[src/rtl/pwm_gen_multi.sv]
// Multi-channel PWM generator: shared prescaled period counter (edge or center aligned),
// per-channel compare with full-on/off handling, and a valid/ack shadow-register duty update.
module pwm_gen_multi #(
   parameter int CHANNELS   = 4,
   parameter int CNT_W      = 8,
   parameter int DUTY_W     = 16,
   parameter int PRESCALE_W = 8
) (
   input  logic                       clk,
   input  logic                       reset,
   input  logic                       en,
   input  logic                       center_mode,
   input  logic [PRESCALE_W-1:0]      prescale,
   input  logic [CHANNELS*DUTY_W-1:0] duty,
   input  logic                       duty_valid,
   output logic                       duty_ack,
   input  logic [CHANNELS-1:0]        invert,
   output logic [CHANNELS-1:0]        pwm_out,
   output logic                       period_start
);

   localparam logic [CNT_W-1:0] CNT_MAX = '1;

   logic [PRESCALE_W-1:0] r_pre_cnt;
   logic [CNT_W-1:0]      r_cnt;
   logic                  r_dir_down;
   logic                  r_mode_act;
   logic                  r_pend_flag;
   logic [CNT_W-1:0]      r_pend [CHANNELS];
   logic [CNT_W-1:0]      r_act  [CHANNELS];
   logic                  r_duty_ack;
   logic                  r_period_start;
   logic [CHANNELS-1:0]   r_pwm;

   logic                  w_tick;
   logic                  w_boundary;
   logic [CNT_W-1:0]      w_cnt_nxt;
   logic                  w_dir_nxt;
   logic [CHANNELS-1:0]   w_raw;
   logic [CHANNELS*DUTY_W-1:0] w_unused_duty;

   // Only the top CNT_W bits of each duty word matter.
   assign w_unused_duty = duty;

   // A count above a freshly lowered prescale runs on to its natural wrap.
   assign w_tick = en && (r_pre_cnt == prescale);

   // NOTE: every signal assigned here gets a default first, so no latch can be inferred.
   always_comb begin
      w_cnt_nxt  = r_cnt + CNT_W'(1);
      w_dir_nxt  = r_dir_down;
      w_boundary = 1'b0;
      if (!r_mode_act) begin
         if (r_cnt == CNT_MAX) begin
            w_cnt_nxt  = '0;
            w_boundary = w_tick;
         end
      end else if (!r_dir_down) begin
         if (r_cnt == CNT_MAX) begin
            w_cnt_nxt = CNT_MAX - CNT_W'(1);
            w_dir_nxt = 1'b1;
         end
      end else begin
         w_cnt_nxt = r_cnt - CNT_W'(1);
         if (r_cnt == CNT_W'(1)) begin
            w_dir_nxt  = 1'b0;
            w_boundary = w_tick;
         end
      end
   end

   // NOTE: sequential state uses non-blocking assignments so all registers update from pre-edge values.
   always_ff @(posedge clk or negedge reset) begin
      if (!reset) begin
         r_pre_cnt      <= '0;
         r_cnt          <= '0;
         r_dir_down     <= 1'b0;
         r_mode_act     <= 1'b0;
         r_period_start <= 1'b0;
      end else begin
         r_period_start <= w_boundary;
         if (w_boundary) r_mode_act <= center_mode;
         if (!en) begin
            r_pre_cnt  <= '0;
            r_cnt      <= '0;
            r_dir_down <= 1'b0;
         end else if (w_tick) begin
            r_pre_cnt  <= '0;
            r_cnt      <= w_cnt_nxt;
            r_dir_down <= w_dir_nxt;
         end else begin
            r_pre_cnt  <= r_pre_cnt + PRESCALE_W'(1);
         end
      end
   end

   // NOTE: the duty buffers are small register arrays, so they are cleared on reset like any other state.
   always_ff @(posedge clk or negedge reset) begin
      if (!reset) begin
         r_pend_flag <= 1'b0;
         r_duty_ack  <= 1'b0;
         for (int i = 0; i < CHANNELS; i++) begin
            r_pend[i] <= '0;
            r_act[i]  <= '0;
         end
      end else begin
         // A write on the boundary edge stays pending; the transfer takes the older contents.
         r_pend_flag <= duty_valid | (r_pend_flag & ~w_boundary);
         r_duty_ack  <= w_boundary & r_pend_flag;
         for (int i = 0; i < CHANNELS; i++) begin
            if (w_boundary && r_pend_flag) r_act[i] <= r_pend[i];
            if (duty_valid) r_pend[i] <= duty[i*DUTY_W + DUTY_W - CNT_W +: CNT_W];
         end
      end
   end

   always_comb begin
      w_raw = '0;
      for (int i = 0; i < CHANNELS; i++) begin
         w_raw[i] = en && ((r_act[i] == CNT_MAX) || (r_cnt < r_act[i]));
      end
   end

   always_ff @(posedge clk or negedge reset) begin
      if (!reset) begin
         r_pwm <= '0;
      end else begin
         r_pwm <= w_raw ^ invert;
      end
   end

   assign pwm_out      = r_pwm;
   assign duty_ack     = r_duty_ack;
   assign period_start = r_period_start;

endmodule
[config.mk]
export PLATFORM = sky130hd
export DESIGN_NAME = pwm_gen_multi
export DESIGN_NICKNAME = d
export VERILOG_FILES = /design/src/rtl/pwm_gen_multi.sv
export SDC_FILE = /design/constraint.sdc
export NUM_CORES = 1
export LEC_CHECK = 0
export BUFFER_PORTS_ARGS = -buffer_cell sky130_fd_sc_hd__buf_2
export CORE_MARGIN = 8
export CORE_UTILIZATION = 56
export CTS_BUF_LIST = sky130_fd_sc_hd__clkbuf_8 sky130_fd_sc_hd__clkbuf_16
export DETAILED_ROUTE_END_ITERATION = 7
export HOLD_SLACK_MARGIN = 0.03
export PLACE_DENSITY = 0.8
export SLEW_MARGIN = 20
export SYNTH_ARGS = -nofsm -noshare
export SYNTH_HDL_FRONTEND = slang
export SYNTH_SLANG_ARGS = --single-unit
[constraint.sdc]
create_clock -name clk -period 3 [get_ports clk]
set_clock_uncertainty 0.1 [all_clocks]
set_input_delay 0.15 -clock clk [delete_from_list [all_inputs] [get_ports clk]]
set_output_delay 0.15 -clock clk [all_outputs]
set_load 0.05 [all_outputs]
Word level (Yosys, flattened, before mapping)
Cells that the tools add are included.
{ "classes": {"n_addsub": 3, "magnitude_cmp": 4, "n_eq_ne": 9, "n_mux": 18, "n_bitwise": 5, "reduce_logical": 11} }
{ "ops": {"columns": ["cell", "n"], "rows": [
  ["$mux W8", 8],
  ["$eq A8 B8 Y1 const B", 5],
  ["$lt A8 B8 Y1", 4],
  ["$add A8 B1 Y8 const B", 2],
  ["$mux W1", 10],
  ["$eq A8 B1 Y1 const B", 1],
  ["$eq A8 B8 Y1", 1],
  ["$sub A8 B1 Y8 const B", 1],
  ["$logic_and A1 B1 Y1", 6],
  ["$logic_or A1 B1 Y1", 4],
  ["$ne A2 B1 Y1 const B", 2],
  ["$xor A4 B4 Y4", 1],
  ["$and A1 B1 Y1", 2],
  ["$reduce_and A2 Y1", 1],
  ["$not A1 Y1", 1],
  ["$or A1 B1 Y1", 1]
]} }
{ "word_totals": {"register_bits": 89, "in_bits": 81, "output_inout_bits": 6, "elab_cells": 66} }

Logic depth before layout (Yosys ltp)
{ "depth": {"depth_word": 8, "ltp_mapped": 8, "depth_no_buf": 7} }

Least setup slack after synthesis
No wires, ideal clock.
{ "synth_path": {"path_type": "reg2reg", "start": "register r_cnt[5]", "end": "register r_act[0] (netlist bit)", "setup_time_ns": 0.125, "arrival_time_ns": 2.061, "required_time_ns": 2.775, "slack_ns": 0.714, "path_stages_with_launch": 7, "path_buffers": 2, "period_less_slack_ns": 2.286, "cell_sequence": "dfrtp_1 -> buf_6 -> or4_4 -> nor3_4 -> o2111a_4 -> buf_12 -> mux2_4"} }
{ "synth_via": {"elab_chain_cells": 5, "word_cells_on_any_way": 7, "classes_between": "eq/ne (2); mux (4); reduce/logical (1)"} }
{ "synth_lines": {"columns": ["element", "line_no", "rtl"], "rows": [
  ["start, declared", "25", "logic [CNT_W-1:0] r_cnt;"],
  ["start signal, assigned", "89", "r_cnt <= w_cnt_nxt;"],
  ["$eq A8 B1 Y1", "65", "if (r_cnt == CNT_W'(1)) begin"],
  ["$mux W1", "65", null],
  ["$mux W1", "58", "end else if (!r_dir_down) begin"],
  ["$mux W1 *", "53", "if (!r_mode_act) begin"],
  ["$logic_and A1 B1 Y1 *", "111", "if (w_boundary && r_pend_flag) r_act[i] <= r_pend[i];"],
  ["end signal, assigned by index", "111", null],
  ["end, declared", "30", "logic [CNT_W-1:0] r_act [CHANNELS];"]
]} }
Mark *: on every way between the ends. The rest lies on a longest branch, timed or not.
A chain may end at the register's enable or synchronous reset.

Final worst setup path
{ "layout_path": {"start": "register r_dir_down", "end": "register r_act[7] (netlist bit)"} }
{ "layout_via": {"elab_chain_cells": 3} }
{ "layout_lines": {"columns": ["element", "line_no", "rtl"], "rows": [
  ["start, declared", "26", "logic r_dir_down;"],
  ["start signal, assigned", "90", "r_dir_down <= w_dir_nxt;"],
  ["$mux W1", "58", null],
  ["$mux W1", "53", null],
  ["$logic_and A1 B1 Y1", "111", null]
]} }
No other way between the ends.

==> results.json <==
{
  "relSlewSlack_pct": 46.9,
  "cp_max_fo": 24,
  "p_comb_share_pct": 8.8,
  "p_clk_share_pct": 35.6,
  "whs_ns": 0.0699,
  "clkLatencyLatePin_ns": 0.36,
  "syn_nets": 542,
  "power.total_mw": 2.30,
  "grt_max_degree": 90,
  "yosysTopAreaCell": "dfrtp_1",
  "p_switching_uw": 558,
  "layout_commonest_cell": "dfrtp_1",
  "clockBufferDepth": 2,
  "max_cap_violations": 0,
  "coreArea_um2": 8640,
  "busiest_layer": "met2",
  "die_w_um": 110,
  "gp_congestion": 0.893,
  "internal_power_mw": 1.74,
  "tns_ns": 0,
  "cts_setup_buffers": 0,
  "power.density_nw_per_um2": 395,
  "crit_arrival_ns": 2.61,
  "worstRegToRegCells": 6,
  "rr_startpoint": "r_dir_down$_DFFE_PN0P_",
  "drive_gt1_share_pct": 28.3,
  "avgSynthCellArea_um2": 11.5,
  "overflow": 0,
  "syn_area_um2": 4930,
  "worst_pin_slew_ns": 0.797,
  "first_iter_violations": 141,
  "rsz0062_at_grt": "no",
  "drc": 0,
  "finalCritPeriodShare_pct": 82.3,
  "portBuffers": 54,
  "outcome": "completed",
  "post-place-ws_ns": 0.547,
  "regArea_um2": 2230,
  "worst_setup_path_start_kind": "register",
  "grt_use_total_pct": 18.2,
  "end_kind": "register",
  "grt_use_met2_pct": 30.4,
  "ff2ff_setup_slack_ns": 0.53,
  "vias": 3468,
  "layout-area-overhead-vs-synth_pct": 18.1,
  "drt_pass1_iterations": 4,
  "synth.area.top_cells": "dfrtp_1, mux2_4, ha_1",
  "finalHoldViolCount": 0,
  "ant_nets": 0,
  "cts_buffers": 9,
  "grt_pass1_wl_mm": 17.4,
  "yosysWarnings": 0,
  "final_cell_mix": "dfrtp_1, buf_2, mux2_2, dlygate4sd3_1, inv_1",
  "worstHoldPathCells": 4,
  "antennaDiodeCount": 0,
  "yosysSeqAreaShare_pct": 45.1,
  "syn_inst": 429,
  "final_cells": 631,
  "cts_tree": "built",
  "seqPwrFrac_pct": 55.6,
  "synth_top_cell_area_share_pct": 45.1,
  "min_period_ns": 2.47,
  "cts_max_level": 3,
  "hp-start": "invert[2]",
  "cts_root_buf": "clkbuf_8",
  "met1_usage_pct": 22.3,
  "synth-main-ff-cell": "dfrtp_1",
  "routed_via_density": 5.50,
  "critPathRequiredTime_ns": 3.14,
  "setup_viol": 0,
  "wirelength_mm": 10.2,
  "clkSinkCount": 89,
  "setup_slack_ns": 0.531,
  "multi_input_area_um2": 2450,
  "avgRoutedWirePerCell_um": 16.2,
  "synth-edff-count": 0,
  "synthArstFlopShare_pct": 100,
  "ys_seq_elements": 89,
  "ir_worst_vdd_mv": 0.396,
  "grt_antenna_before_repair": 0,
  "place_inst": 581,
  "clk_pin_slew_ns": 0.09,
  "hp-class": "in2reg",
  "slew_viol_final": 0,
  "leakagePower_nw": 2.71,
  "dieArea_um2": 12100,
  "r2r_end": "r_act[7]$_DFFE_PN0P_",
  "fill_cells": 640,
  "fmax_mhz": 405,
  "start_util_pct": 57.1,
  "synth_cell_type_count": 43,
  "hold_end": "pwm_out[2]$_DFF_PN0_",
  "critical_path_class": "reg2reg",
  "fin_nets": 631,
  "grt_pass1_vias": 3663,
  "sw_frac_of_total_pct": 24.2,
  "io_pins": 87,
  "dp_hpwl_mm": 6.98,
  "fp-row-count": 34,
  "grt_use_met3_pct": 4.10,
  "die_h_um": 110
}
## worst max path at each step
stage	from	to	slack, ns
finish	r_dir_down$_DFFE_PN0P_	r_act[7]$_DFFE_PN0P_	0.53
global route	r_dir_down$_DFFE_PN0P_	r_act[7]$_DFFE_PN0P_	0.40
CTS	r_cnt[4]$_DFFE_PN0P_	r_act[7]$_DFFE_PN0P_	0.53
detailed placement	r_dir_down$_DFFE_PN0P_	r_act[7]$_DFFE_PN0P_	0.55
global placement	r_cnt[0]$_DFFE_PN0P_	r_act[7]$_DFFE_PN0P_	0.57
floorplan	r_cnt[5]$_DFFE_PN0P_	r_act[0]$_DFFE_PN0P_	0.71
## per-layer routing
metal | vias to the layer above | share of wire, %
met3 | 18 | 5.3
met5 | - | 0
li1 | 1682 | -
met1 | 1681 | 43
met2 | 87 | 49
met4 | 0 | 1.9
## registers in the layout, summed over array words and instances, names as in the netlist
register	cells
period_start	1
r_mode_act	1
r_cnt	8
pwm_out	4
duty_ack	1
r_pend_flag	1
r_pre_cnt	8
r_act	32
r_pend	32
r_dir_down	1
## metrics by stage
stage | utilization, % | cell area, um2
global route | 67.5 | 5830
CTS | 67.4 | 5820
floorplan | - | 4930
detailed placement | 61.3 | 5290
global placement | 61.3 | 5290
finish | 67.5 | 5830
## cells by family (layout without fill, tap and decap cells)
| kind of cell | after synthesis | after routing | share of synthesized area, % |
|---|---|---|---|
| buffers and inverters | 51 | 145 | 5.10 |
| XOR/XNOR | 20 | 20 | 3.55 |
| flip-flops | 89 | 89 | 45.1 |
| multiplexers | 66 | 66 | 17.3 |
| AO/OA/AOI/OAI | 56 | 56 | 7.96 |
| AND/OR/NAND/NOR | 115 | 115 | 12.8 |
| adder cells (fa/ha/maj) | 32 | 32 | 8.12 |
## power groups by stage
stage | Clock [mW] | Sequential [mW] | Combinational, mW
after global routing | 0.881 | 1.29 | 0.224
after CTS | 0.837 | 1.28 | 0.204
after global placement | 0 | 1.30 | 0.161
final | 0.820 | 1.28 | 0.203
after floorplan | 0 | 1.30 | 0.0846
after detailed placement | 0 | 1.30 | 0.170
## synthesized netlist by cell type, types with 2 or more instances
master	n
dfrtp_1	89
mux2_2	35
ha_1	32
inv_1	32
mux2_4	30
nor2_1	23
a21oi_1	16
nand2_1	14
nand4_1	14
nor2b_1	14
xnor2_1	13
clkbuf_1	12
nand3_1	12
nand2b_1	9
o21ai_0	9
and3_1	8
a21o_1	7
xor2_1	7
a211o_1	5
and2_1	5
nand3b_1	5
nor3_1	5
a221oi_1	4
a22o_1	3
a32o_1	3
buf_12	3
buf_2	3
a22oi_1	2
## timing repair
action / CTS / global route
hold endpoints to repair: 122 / 0
hold buffers: 34 / 0
gates resized for setup: 0 / 0
## area by class of cell
cell class                 instances  area share (%)
multi-input combinational        289            42.1
clock inverter                     7            1.20
clock buffer                       9            2.13
tap                              108            2.32
inverter                          32            2.06
timing repair buffer              97            12.0
sequential                        89            38.2
## worst max-delay path: stages, from the launching register on
cell	delay, ns
dfrtp_1	0.51
and2_1	0.38
nand3b_1	0.17
nor3_4	0.18
o2111a_4	0.38
buf_12	0.24
mux2_2	0.36
(Power assumes the default switching activity.)
